**config.mk**
```make
export PLATFORM = sky130hd
export DESIGN_NAME = imem_loader
export DESIGN_NICKNAME = d
export VERILOG_FILES = /design/src/rtl/imem_loader.sv
export SDC_FILE = /design/constraint.sdc
export NUM_CORES = 1
export LEC_CHECK = 0
export ABC_AREA = 0
export CELL_PAD_IN_SITES_DETAIL_PLACEMENT = 1
export CELL_PAD_IN_SITES_GLOBAL_PLACEMENT = 1
export CORE_ASPECT_RATIO = 2
export CORE_MARGIN = 1.5
export CORE_UTILIZATION = 28
export CTS_CLUSTER_DIAMETER = 30
export DETAILED_ROUTE_END_ITERATION = 16
export GPL_ROUTABILITY_DRIVEN = 0
export MAX_ROUTING_LAYER = met4
export PLACE_DENSITY_LB_ADDON = 0.1
export SLEW_MARGIN = 20
export SYNTH_ARGS = -nofsm -noshare
export SYNTH_HDL_FRONTEND = slang
export SYNTH_SLANG_ARGS = --single-unit
```
**constraint.sdc**
```tcl
create_clock -name clk -period 7.75 [get_ports clk]
set_clock_uncertainty 0.15 [all_clocks]
set_input_delay 1.55 -clock clk [delete_from_list [all_inputs] [get_ports clk]]
set_output_delay 1.55 -clock clk [all_outputs]
set_load 0.05 [all_outputs]
```
**src/rtl/imem_loader.sv**
```systemverilog
// rtl/imem_loader.sv - boot-time byte-stream loader for the instruction memory
module imem_loader #(
   parameter logic [31:0] BASE_ADDR = 32'h0000_0000,
   parameter int          MAX_WORDS = 256
) (
   input  logic        clk,
   input  logic        reset,
   input  logic        start,
   input  logic        in_valid,
   input  logic [7:0]  in_data,
   output logic        in_ready,
   output logic        imem_we,
   output logic [31:0] imem_addr,
   output logic [31:0] imem_wdata,
   output logic        cpu_hold,
   output logic        load_done,
   output logic        load_err,
   output logic [15:0] words_loaded
);

   localparam logic [15:0] MAX_N = 16'(MAX_WORDS);

   typedef enum logic [2:0] {
      S_IDLE, S_LEN_HI, S_LEN_LO, S_DATA, S_CHECK, S_DONE, S_ERROR
   } state_t;

   state_t      state, state_next;
   logic [15:0] len_reg;
   logic [15:0] word_cnt;
   logic [1:0]  byte_idx;
   logic [23:0] word_sr;
   logic [7:0]  csum;

   logic        accept;
   logic        start_load;
   logic [15:0] len_new;
   logic        last_byte_of_word;
   logic        last_word;

   assign accept            = in_valid && in_ready;
   assign start_load        = start && (state == S_IDLE || state == S_DONE || state == S_ERROR);
   assign len_new           = {len_reg[15:8], in_data};
   assign last_byte_of_word = (byte_idx == 2'd3);
   assign last_word         = (word_cnt == len_reg - 16'd1);
   assign words_loaded      = word_cnt;

   // State register
   always_ff @(posedge clk) begin
      if (reset) state <= S_IDLE;
      else       state <= state_next;
   end

   // Next-state logic; mid-stream start pulses are ignored
   always_comb begin
      state_next = state;
      case (state)
         S_IDLE:   if (start) state_next = S_LEN_HI;
         S_LEN_HI: if (accept) state_next = S_LEN_LO;
         S_LEN_LO: begin
            if (accept) begin
               if (len_new == 16'd0)      state_next = S_CHECK;
               else if (len_new > MAX_N)  state_next = S_ERROR;
               else                       state_next = S_DATA;
            end
         end
         S_DATA:   if (accept && last_byte_of_word && last_word) state_next = S_CHECK;
         S_CHECK:  if (accept) state_next = (in_data == csum) ? S_DONE : S_ERROR;
         S_DONE,
         S_ERROR:  if (start) state_next = S_LEN_HI;
         default:  state_next = S_IDLE;
      endcase
   end

   // Datapath: handshake, word assembly, write strobe, checksum and status
   always_ff @(posedge clk) begin
      if (reset) begin
         in_ready   <= 1'b0;
         imem_we    <= 1'b0;
         imem_addr  <= 32'h0;
         imem_wdata <= 32'h0;
         cpu_hold   <= 1'b1;
         load_done  <= 1'b0;
         load_err   <= 1'b0;
         len_reg    <= 16'h0;
         word_cnt   <= 16'h0;
         byte_idx   <= 2'd0;
         word_sr    <= 24'h0;
         csum       <= 8'h0;
      end else begin
         in_ready <= (state_next == S_LEN_HI) || (state_next == S_LEN_LO) ||
                     (state_next == S_DATA)   || (state_next == S_CHECK);
         imem_we  <= 1'b0;

         if (start_load) begin
            load_done <= 1'b0;
            load_err  <= 1'b0;
            cpu_hold  <= 1'b1;
            word_cnt  <= 16'h0;
            byte_idx  <= 2'd0;
            csum      <= 8'h0;
         end

         if (accept) begin
            csum <= csum ^ in_data;
            case (state)
               S_LEN_HI: len_reg[15:8] <= in_data;
               S_LEN_LO: begin
                  len_reg[7:0] <= in_data;
                  if (len_new > MAX_N) load_err <= 1'b1;
               end
               S_DATA: begin
                  word_sr  <= {word_sr[15:0], in_data};
                  byte_idx <= byte_idx + 2'd1;
                  if (last_byte_of_word) begin
                     imem_we    <= 1'b1;
                     imem_addr  <= BASE_ADDR + {14'd0, word_cnt, 2'b00};
                     imem_wdata <= {word_sr, in_data};
                     word_cnt   <= word_cnt + 16'd1;
                  end
               end
               S_CHECK: begin
                  if (in_data == csum) begin
                     load_done <= 1'b1;
                     cpu_hold  <= 1'b0;
                  end else begin
                     load_err  <= 1'b1;
                  end
               end
               default: ;
            endcase
         end
      end
   end

endmodule

```
==> impl_metrics.ini, run 1 <==
[run_status]
status = complete, no violations

[critical_path]
rrSetupSlack_ns = 4.81
worstSetupStartpointType = primary input
cp-startpoint = in_valid
r2r_start = in_ready
endpoint_kind = flop
slowest_stage = or4_1
worstPathArrival_ns = 4.34
cp.required_ns = 7.94
crit_path_max_fanout = 42
timing.critical_path.cells = clkdlybuf4s50_1 -> nand2_1 -> nor2_2 -> buf_4 -> nand2_2 -> buf_4 -> or4_1 -> a21oi_1
crit_type = primary input to flop
max_stage_delay_ns = 0.54
rr_worst_depth = 7
crit_path_frequent_cell = buf_4
r2r_end = words_loaded[6]

[clock_tree]
cts_sinks = 122
cts_max_path_buffers = 2
cts_tree = done
holdBufCountCts = 0
cts_buffers = 17
path_clk_slew_ns = 0.06
cts_resized = 0
cts_setup_buffers = 0
cts_max_level = 4
worstSkewPairLatency_ns = 0.42
root_buffer = clkbuf_16

[job]
cap_violations = 0

[sta]
setup_viol = 0
slew_violations = 0
min_period_ns = 4.16
rsz0062_at_grt = no
max_slew.worst_pin.slew_ns = 1.00
min_period_over_period_pct = 53.6
setup_tns_ns = 0
worst_slack_ns = 3.59
max_freq_ghz = 0.241
timing.slew.headroom_pct = 32.7
hold_violations = 0

[drt]
post_drt_wl_per_cell_um = 17.8
drtAntennaViolNets = 0
first_pass_iters = 4
wl_um = 18400
drc = 0
num_vias = 5113
viasPerCell = 4.97
drtIter0Drc = 162

[logic_synthesis]
ys_seq_area_share_pct = 44.5
yosys_most_used_dff = dfxtp_1
synth_seq_cells = 122
yosys_warnings = 0
ys_types = 52
avgSynthCellArea_um2 = 7.82
synthArstFlopShare_pct = 0
synth_edf_count = 0
syn_inst = 702
synth_area_mm2 = 0.00549

[final_layout]
drive_gt1_share_pct = 6.23
layout_common_cells = nand2_1 (164), dfxtp_1 (122), a21oi_1 (105)
postLayoutCoreUtil_pct = 36.5
areaGrowthSynthToFinish_pct = 28.0
layout_commonest_cell = nand2_1
largestRegisters = imem_wdata x32, word_sr x24
fin_nets = 772
antenna_cells = 0
largest_register_ffs = 32
final_area_mm2 = 0.00703
top_register = imem_wdata

[floorplanning]
dieHeight_um = 201
initial_utilization_pct = 28.5
dieArea_mm2 = 0.0205
io_pins = 97
coreArea_mm2 = 0.0193
die_w_um = 102
rows = 72

[placed_design]
hpwl_um = 13100
dp_slack_ns = 3.11
port_buffers = 80
placed_area_mm2 = 0.00644

[global_route]
globalRouteTotalUtil_pct = 19.6
grtUsageMet3_pct = 2.92
top_usage_layer = met2
use_met2_pct = 35.7
grt_max_degree = 82
met1_usage_pct = 19.4
grt_pass1_wl_um = 29800
overflow = 0
grt_pass1_vias = 5474
antenna_found_initial = 0

[power_and_ir_drop]
power.leakage_nw = 2.37
vdd_drop_max_uv = 149
power_w = 0.00153
p_per_area_mw_per_mm2 = 218

[worst_hold_path]
hp-class = flop to flop
holdPathStages = 2
min_to = imem_wdata[26]
hold_start = word_sr[18]
worst max-delay path by stage:
stage               slack (ns)  cells after the start              end
finish                    3.59                      8  words_loaded[6]
global placement          3.21                      8  words_loaded[6]
CTS                       3.55                      8  words_loaded[6]
global route              3.40                      8  words_loaded[6]
floorplan                 4.29                      7         in_ready
detailed placement        3.11                      8  words_loaded[6]
routing by layer:
| metal | wire, um | vias up |
|---|---|---|
| met5 | 0 | - |
| met4 | 737 | 0 |
| met3 | 429 | 41 |
| met2 | 10500 | 98 |
| met1 | 6730 | 2504 |
| li1 | - | 2470 |
cells in the mapped netlist, types with 2 or more instances:
master | count | share of area, %
nand2_1 | 165 | 11
a211oi_1 | 4 | 0.55
nor3_1 | 12 | 1.1
o21bai_1 | 2 | 0.27
o31a_1 | 2 | 0.32
nand3b_1 | 14 | 1.9
nand4_1 | 6 | 0.68
or4_1 | 5 | 0.68
clkbuf_1 | 40 | 2.7
xor2_1 | 17 | 2.7
and3_1 | 7 | 0.80
dfxtp_1 | 122 | 44
nor4b_1 | 3 | 0.48
mux2i_1 | 17 | 3.1
nor4_1 | 7 | 0.80
nand3_1 | 6 | 0.55
a31oi_1 | 3 | 0.34
or3_1 | 2 | 0.23
a21oi_1 | 105 | 9.6
buf_4 | 16 | 2.2
nand4b_1 | 2 | 0.32
inv_1 | 8 | 0.55
buf_1 | 9 | 0.62
xnor2_1 | 11 | 1.8
nor2_1 | 58 | 4.0
a311oi_1 | 2 | 0.32
and2_1 | 2 | 0.23
a21boi_0 | 2 | 0.27
o311ai_0 | 2 | 0.32
o21ai_0 | 24 | 2.2
nor3b_1 | 4 | 0.55
ha_1 | 3 | 0.68
power breakdown:
group | leakage [nW] | switching [W] | total, W | internal [W]
sequential | 0.983 | 0.00000574 | 0.000638 | 0.000632
combinational | 1.11 | 0.0000664 | 0.0000903 | 0.0000239
clock | 0.280 | 0.000308 | 0.000802 | 0.000494
critical path: cells and delay by family:
kind / cells / cell delay, ns
and+or+nand+nor: 4 / 1.42
buffers and inverters: 3 / 1.16
AOI/OAI and AO/OA: 1 / 0.17
cells by family after synthesis:
family | share of synthesized area [%]
other cells | 0.0683
flops | 44.5
buf+inv | 6.17
xor+xnor | 4.47
mux | 3.30
fa+ha+maj | 0.684
simple gates | 25.0
compound gates | 15.8
per-stage QoR:
| stage | instances | hold slack [ns] |
|---|---|---|
| after floorplan | 717 | 0.282 |
| final | 1029 | 0.305 |
| after detailed placement | 997 | 0.301 |
| after CTS | 1029 | 0.304 |
| after global routing | 1029 | 0.332 |
| after global placement | 997 | 0.294 |
cell type report:
class	count	area [um2]
Clock buffer	20	457
Clock inverter	12	139
Fill cell	2370	12200
Inverter	8	30.0
Multi-Input combinational cell	521	2790
Sequential cell	122	2440
Tap cell	259	324
Timing Repair Buffer	87	851
Power figures use the tool's default switching activity.
==> run 2: changes to the inputs <==
clock period = 4.1 ns   (was 7.75 ns; I/O delays follow)
==> run 2 against run 1 <==
  * Count of clock-buffer cells in the layout fell by 1
  * Cell area is 1.4% higher
  * Via count shrank 1.0%
  * Wire length up 1.1%
  * Flip-flop and latch count unchanged
  * Sequential power is 90% higher
  * Core utilization up 0.53 points
  * Final cell count rose by 0.58%
  * Critical path depth fell by 1
  * Hold slack got worse by 0.0014 ns
  * Power up 96%
==> impl_metrics.ini, run 2 (same netlist as run 1, synthesis figures left out) <==
[floorplanning]
initial_utilization_pct = 28.5
dieHeight_um = 201
rows = 72
coreArea_mm2 = 0.0193
die_w_um = 102
io_pins = 97
dieArea_mm2 = 0.0205

[clock_tree]
root_buffer = clkbuf_16
holdBufCountCts = 0
cts_setup_buffers = 0
cts_resized = 0
cts_sinks = 122
cts_max_level = 4
cts_tree = done
path_clk_slew_ns = 0.06
cts_buffers = 17
cts_max_path_buffers = 2
worstSkewPairLatency_ns = 0.41

[critical_path]
endpoint_kind = flop
worstSetupStartpointType = primary input
crit_path_max_fanout = 8
cp-startpoint = in_data[1]
rrSetupSlack_ns = 1.16
r2r_end = state[1]
cp.required_ns = 4.26
rr_worst_depth = 6
r2r_start = len_reg[2]
crit_type = primary input to flop
worstPathArrival_ns = 3.27

[global_route]
overflow = 0
antenna_found_initial = 0
grt_pass1_wl_um = 30100
grt_max_degree = 64
grt_pass1_vias = 5398
globalRouteTotalUtil_pct = 19.8

[placed_design]
port_buffers = 80
dpl.cell_count = 1003
hpwl_um = 13300

[final_layout]
fillers = 2362
antenna_cells = 0
layout_commonest_cell = nand2_1
final_cells = 1035
layout_common_cells = nand2_1 (164), dfxtp_1 (122), a21oi_1 (105)
drive_gt1_share_pct = 6.96
fin_nets = 778
top_register = imem_wdata
largest_register_ffs = 32
largestRegisters = imem_wdata x32, word_sr x24
areaGrowthSynthToFinish_pct = 29.9
postLayoutCoreUtil_pct = 37.0

[sta]
slew_violations = 0
hold_violations = 0
timing.slew.headroom_pct = 43.6
setup_viol = 0
max_slew.worst_pin.slew_ns = 0.838
rsz0062_at_grt = no
min_period_ns = 3.11
setup_tns_ns = 0
min_period_over_period_pct = 75.8
max_freq_ghz = 0.322

[power_and_ir_drop]
power.leakage_nw = 2.42
vdd_drop_max_uv = 316
combPwrFrac_pct = 5.8
p_per_area_mw_per_mm2 = 421
power_w = 0.00300
p_clk_share_pct = 54.1
switchingPower_w = 0.000721
switching_share_pct = 24.0
p_seq_share_pct = 40.2
internal_power_w = 0.00228

[worst_hold_path]
min_to = imem_addr[8]
hp-class = flop to flop
holdPathStages = 2
hold_start = imem_addr[8]

[drt]
num_vias = 5060
viasPerCell = 4.89
first_pass_iters = 6
drtAntennaViolNets = 0
wl_um = 18600
drtIter0Drc = 104
drc = 0
post_drt_wl_per_cell_um = 17.9

[job]
cap_violations = 0

[run_status]
status = complete, no violations
run 2: cell types whose count changed in the layout (fill, tap and decap cells not counted), sizes merged:
cell / delta
buf: +6
clkbuf: -1
bufinv: +2
clkinv: +3
clkinvlp: -3
inv: -1
run 2: area by class of cell:
| type | instances | area (um2) | share of cell area, % |
|---|---|---|---|
| multi-input cells | 521 | 2780 | 39.0 |
| flip-flops and latches | 122 | 2440 | 34.2 |
| repair buffers | 93 | 921 | 12.9 |
| clock buffers | 19 | 443 | 6.21 |
| well taps | 259 | 324 | 4.54 |
| clock inverters | 13 | 190 | 2.67 |
| inverters | 8 | 30.0 | 0.421 |
run 2: routing by layer:
metal	part of all wire (%)	GRT usage, %	routed length, um	vias up
li1	-	-	-	2477
met1	40	21.1	7360	2483
met2	56	35.6	10400	77
met3	1.6	2.92	298	23
met4	2.5	7.88	457	0
met5	0	-	0	-
run 2: how the worst max path moves through the flow:
stage                    end  slack [ns]  depth (start not counted)
global route        in_ready        0.94                          7
CTS                 in_ready        1.05                          7
finish              in_ready        0.99                          7
detailed placement  in_ready        0.62                          7
floorplan           in_ready        1.37                          7
global placement    in_ready        0.73                          7
run 2: power by group through the flow:
stage | clock network, W | registers [W] | logic (W)
final | 0.00162 | 0.00121 | 0.000174
after global routing | 0.00172 | 0.00121 | 0.000188
after CTS | 0.00167 | 0.00121 | 0.000175
after detailed placement | 0 | 0.00123 | 0.000174
after global placement | 0 | 0.00123 | 0.000169
after floorplan | 0 | 0.00123 | 0.000133
run 2: worst max-delay path, cell delays in order:
cell and delay (ns):
clkdlybuf4s50_1 0.60, nor4_1 0.52, nand2_1 0.11, or4_1 0.42, a41o_1 0.29, o31a_1 0.26
a211oi_1 0.26
run 2: stage by stage:
stage | hold WS, ns | worst slack (ns) | cell area, um2
detailed placement | 0.299 | 0.621 | 6500
global placement | 0.292 | 0.732 | 6500
global route | 0.326 | 0.941 | 7130
finish | 0.303 | 0.994 | 7130
CTS | 0.308 | 1.05 | 7130
floorplan | 0.282 | 1.37 | 5550
